File: src/rtl/regfile_mp.sv
// regfile_mp: multi-port register file (3 read, 2 write) with a per-register load scoreboard.
// The top index reads PC_in. Define REGFILE_BYPASS_EN to add same-cycle write-through forwarding.
module regfile_mp #(
   parameter int unsigned DATA_W = 32,
   parameter int unsigned ADDR_W = 4,
   parameter int unsigned PC_IDX = 2**ADDR_W - 1
) (
   input  logic              CLK_n,
   input  logic              Reset_n,
   input  logic [ADDR_W-1:0] RA1,
   input  logic [ADDR_W-1:0] RA2,
   input  logic [ADDR_W-1:0] RA3,
   output logic [DATA_W-1:0] RD1,
   output logic [DATA_W-1:0] RD2,
   output logic [DATA_W-1:0] RD3,
   output logic              Busy1,
   output logic              Busy2,
   output logic              Busy3,
   input  logic [DATA_W-1:0] PC_in,
   input  logic              WE_A,
   input  logic [ADDR_W-1:0] WA_A,
   input  logic [DATA_W-1:0] WD_A,
   input  logic              WE_B,
   input  logic [ADDR_W-1:0] WA_B,
   input  logic [DATA_W-1:0] WD_B,
   input  logic              Claim,
   input  logic [ADDR_W-1:0] ClaimAddr,
   output logic              AnyBusy
);

   localparam int unsigned       NREG = 2**ADDR_W;
   localparam logic [ADDR_W-1:0] PC_A = ADDR_W'(PC_IDX);

   // The PC slot entries are never written, so they stay at their reset value and prune away.
   logic [DATA_W-1:0] regs [NREG];
   logic [NREG-1:0]   busy;

   // Storage and scoreboard update; port A wins data on a same-address collision.
   always_ff @(posedge CLK_n or negedge Reset_n) begin
      if (!Reset_n) begin
         for (int r = 0; r < NREG; r++) begin
            regs[r[ADDR_W-1:0]] <= '0;
         end
         busy <= '0;
      end else begin
         for (int r = 0; r < NREG; r++) begin
            if (r[ADDR_W-1:0] != PC_A) begin
               if (WE_A && (WA_A == r[ADDR_W-1:0])) begin
                  regs[r[ADDR_W-1:0]] <= WD_A;
               end else if (WE_B && (WA_B == r[ADDR_W-1:0])) begin
                  regs[r[ADDR_W-1:0]] <= WD_B;
               end
               // A new claim re-targets the register, so it beats a retiring load.
               if (Claim && (ClaimAddr == r[ADDR_W-1:0])) begin
                  busy[r[ADDR_W-1:0]] <= 1'b1;
               end else if (WE_B && (WA_B == r[ADDR_W-1:0])) begin
                  busy[r[ADDR_W-1:0]] <= 1'b0;
               end
            end
         end
      end
   end

   function automatic logic [DATA_W-1:0] rd_port(input logic [ADDR_W-1:0] a);
      logic [DATA_W-1:0] v;
      v = regs[a];
`ifdef REGFILE_BYPASS_EN
      if (WE_A && (WA_A == a)) begin
         v = WD_A;
      end else if (WE_B && (WA_B == a)) begin
         v = WD_B;
      end
`endif
      if (a == PC_A) begin
         v = PC_in;
      end
      return v;
   endfunction

   function automatic logic busy_port(input logic [ADDR_W-1:0] a);
      logic b;
      b = busy[a];
`ifdef REGFILE_BYPASS_EN
      if (WE_B && (WA_B == a) && !(Claim && (ClaimAddr == a))) begin
         b = 1'b0;
      end
`endif
      if (a == PC_A) begin
         b = 1'b0;
      end
      return b;
   endfunction

   assign RD1     = rd_port(RA1);
   assign RD2     = rd_port(RA2);
   assign RD3     = rd_port(RA3);
   assign Busy1   = busy_port(RA1);
   assign Busy2   = busy_port(RA2);
   assign Busy3   = busy_port(RA3);
   assign AnyBusy = |busy;

endmodule

File: config.mk
export PLATFORM = sky130hd
export DESIGN_NAME = regfile_mp
export DESIGN_NICKNAME = d
export VERILOG_FILES = /design/src/rtl/regfile_mp.sv
export SDC_FILE = /design/constraint.sdc
export NUM_CORES = 2
export LEC_CHECK = 0
export CORE_MARGIN = 2
export CORE_UTILIZATION = 60
export CTS_CLUSTER_DIAMETER = 150
export DETAILED_ROUTE_END_ITERATION = 6
export PLACE_DENSITY = 0.78
export RECOVER_POWER = 25
export SETUP_SLACK_MARGIN = 0.02
export SLEW_MARGIN = 10
export SYNTH_ARGS = -nofsm -noshare
export SYNTH_HDL_FRONTEND = slang
export SYNTH_SLANG_ARGS = --single-unit
File: constraint.sdc
create_clock -name CLK_n -period 2.9 [get_ports CLK_n]
set_clock_uncertainty 0.1 [all_clocks]
set_input_delay 0.58 -clock CLK_n [delete_from_list [all_inputs] [get_ports CLK_n]]
set_output_delay 0.58 -clock CLK_n [all_outputs]
set_load 0.01 [all_outputs]
==> results.py <==
metrics = {
    "final_layout": {
        "final_cell_mix": "mux2i_1 (600), dfrtp_1 (494), mux4_2 (322), nor2_1 (322), a21oi_1 (313)",
        "nNetsFinal": 3790,
        "syn2layout_area_growth_pct": 23.83,
        "drive_above_1_share_pct": 28.60,
        "multi_input_area_mm2": 0.02160,
        "layout_commonest_cell": "mux2i_1",
        "layout.area.seq_mm2": 0.01239,
        "utilization_pct": 75.43,
        "num-fill-cells": 3683,
    },
    "synth": {
        "netlist_instances": 3333,
        "yosys_warnings": 33,
        "synth-edff-count": 0,
        "yosysUniqueCellTypes": 43,
        "async_reset_ff_share_pct": 100.0,
        "synthesis.nets": 3458,
        "synth-seq-area-share_pct": 35.11,
        "synthFlopType": "dfrtp_1",
        "ys_top_cells_by_area": "dfrtp_1 (35%), mux4_2 (21%), mux2i_1 (17%)",
        "syn_area_per_cell_um2": 10.58,
        "yosysTopAreaCell": "dfrtp_1",
        "yosysTopAreaCellShare_pct": 35.11,
        "ys_ff_latch": 495,
        "syn-cell-area_mm2": 0.03528,
    },
    "hold_path": {
        "min_from": "busy[4]$_DFFE_PN0P_",
        "hold_path_depth": 1,
        "hold_path_end": "busy[4]$_DFFE_PN0P_",
        "hp-class": "register to register",
    },
    "sta": {
        "max_freq_mhz": 334.1,
        "hold_viol": 0,
        "fin_crit_sh_pct": 103.2,
        "period_needed_ns": 2.993,
        "worst-slew-pin-transition_ns": 1.825,
        "setup_viol": 17,
        "drv_slew": 58,
        "rsz0062_at_grt": "true",
        "slew_headroom_pct": -21.70,
        "layout_setup_ws_ns": -0.09338,
    },
    "worst_setup_path": {
        "worstPathArrival_ns": 2.31,
        "ff2ff_path_depth": 4,
        "cp_max_fo": 7,
        "r2r_end": "regs[281]$_DFFE_PN0P_",
        "required_ns": 2.22,
        "start_kind": "primary input",
        "end_kind": "primary output",
        "r2r_start": "regs[281]$_DFFE_PN0P_",
        "crit_type": "primary input to primary output",
        "r2r_slack_ns": 1.68,
    },
    "die": {
        "die_y_um": 246.5,
        "die_w_um": 246.5,
        "rows": 88,
        "core_area_mm2": 0.05792,
        "dieArea_mm2": 0.06075,
        "boundaryPins": 225,
        "initial_core_util_pct": 60.91,
    },
    "place": {
        "dp_hpwl_um": 81030,
        "portBuffers": 223,
        "gp_congestion": 0.9452,
        "dp_slack_ns": -0.3764,
    },
    "run": {
        "drv_cap": 1,
    },
    "cts": {
        "tritoncts": "done",
        "clk_pin_slew_worst_paths_ns": 0.06,
        "cts_sinks": 495,
        "root_buffer": "clkbuf_16",
        "max-clock-path-buffers": 3,
        "ctsHtreeMaxLevel": 2,
        "cts_made_buffers": 57,
        "worstSkewPairLatency_ns": 0.64,
    },
    "route": {
        "drtAntennaViolNets": 0,
        "drc": 23,
        "wl_per_cell_um": 31.27,
        "num_vias": 33470,
        "drt_iter0_drc": 5476,
        "post_drt_via_cell_ratio": 7.469,
        "first_pass_iters": 7,
        "wirelength_um": 140100,
    },
    "pwr": {
        "powerDensity_mw_per_mm2": 627.8,
        "ir_worst_vdd_v": 0.0005254,
        "power_leakage_nw": 18.48,
    },
    "global_routing": {
        "grt_usage_pct": 45.58,
        "overflow": 0,
        "antenna_found_initial": 10,
        "grt_pass1_wl_um": 205900,
        "grt_pass1_vias": 33550,
        "grt_max_degree": 85,
    },
    "run_status": {
        "status": "complete, but fails checks",
        "violations": "DRC, capacitance limit, slew limit, setup timing",
    },
}
kinds of logic (layout without fill, tap and decap cells):
group                  after synthesis  after routing  synth area share (%)
and+or+nand+nor                    653            653                 7.636
other                                1              7               0.01063
AOI/OAI and AO/OA                  811            811                 13.20
muxes                              974            974                 39.18
DFF                                495            495                 35.11
buffers and inverters              399            776                 4.859
power breakdown:
group	internal [mW]	switching (mW)	total, mW
clock	4.41	3.19	7.60
combinational	5.07	4.06	9.13
sequential	8.68	2.03	10.7
total	18.1	9.28	27.4
area by class of cell:
| cell class | instances | area share, % |
|---|---|---|
| diodes | 6 | 0.03437 |
| well taps | 765 | 2.191 |
| flip-flops and latches | 495 | 28.36 |
| clock buffers | 81 | 3.798 |
| clock inverters | 23 | 0.5986 |
| inverters | 25 | 0.2148 |
| repair buffers | 647 | 15.36 |
| multi-input cells | 2439 | 49.44 |
metal layers:
| layer | wire [µm] | vias to the layer above | global-route usage [%] | share of wire [%] |
|---|---|---|---|---|
| li1 | - | 13170 | - | - |
| met1 | 46280 | 16030 | 57.19 | 33 |
| met2 | 60790 | 3333 | 66.61 | 43 |
| met3 | 21750 | 928 | 15.83 | 16 |
| met4 | 11220 | 10 | 31.04 | 8.0 |
| met5 | 60 | - | 0 | 0.043 |
stage by stage:
step / TNS (ns) / total power [mW] / hold WS (ns) / cells / area, µm²
2_1_floorplan: 0 / 15.72 / 0.1844 / 3333 / 35280
3_5_place_dp: -28.35 / 18.99 / 0.4570 / 4232 / 40180
6_report: -0.6797 / 27.43 / 0.4690 / 4481 / 43690
4_1_cts: -0.4637 / 26.73 / 0.4108 / 4436 / 43410
5_1_grt: -1.875 / 28.33 / 0.4680 / 4480 / 43680
3_3_place_gp: -26.26 / 18.42 / 0.4347 / 4232 / 40180
registers in the layout (all words and copies together), names as in the netlist:
name	flops
busy	15
regs	480
Yosys cell counts (all sizes together) (8+ instances only):
cell type	instances
a211o	21
a211oi	26
a21o	17
a21oi	315
buf	165
clkbuf	209
dfrtp	495
inv	25
mux2	36
mux2i	616
mux4	322
nand2	247
nand2b	11
nor2	335
nor2b	30
o211a	8
o211ai	51
o21ai	272
o221ai	34
o22ai	55
how the worst max path moves through the flow:
| stage | startpoint | end |
|---|---|---|
| 2_1_floorplan | RA2[0] | RD2[11] |
| 3_3_place_gp | RA3[0] | RD3[5] |
| 3_5_place_dp | RA3[0] | RD3[5] |
| 4_1_cts | RA2[0] | RD2[26] |
| 5_1_grt | regs[267]$_DFFE_PN0P_ | RD3[11] |
| 6_report | RA2[0] | RD2[6] |
repair_timing:
item / in CTS / in global routing
pin swaps: 41 / 38
cloned: 11 / 1
setup buffers: 89 / 46
hold buffers: 1 / 0
gates resized for setup: 398 / 125
setup endpoints to repair: 99 / 85
endpoints found under the hold margin: 47 / 0
critical path: stages:
cell and delay [ns]:
clkbuf_16 0.14, buf_16 0.17, buf_12 0.12, buf_12 0.13
mux4_2 0.50, o211ai_1 0.23, o211ai_1 0.23, buf_2 0.21
(Power assumes the default switching activity.)
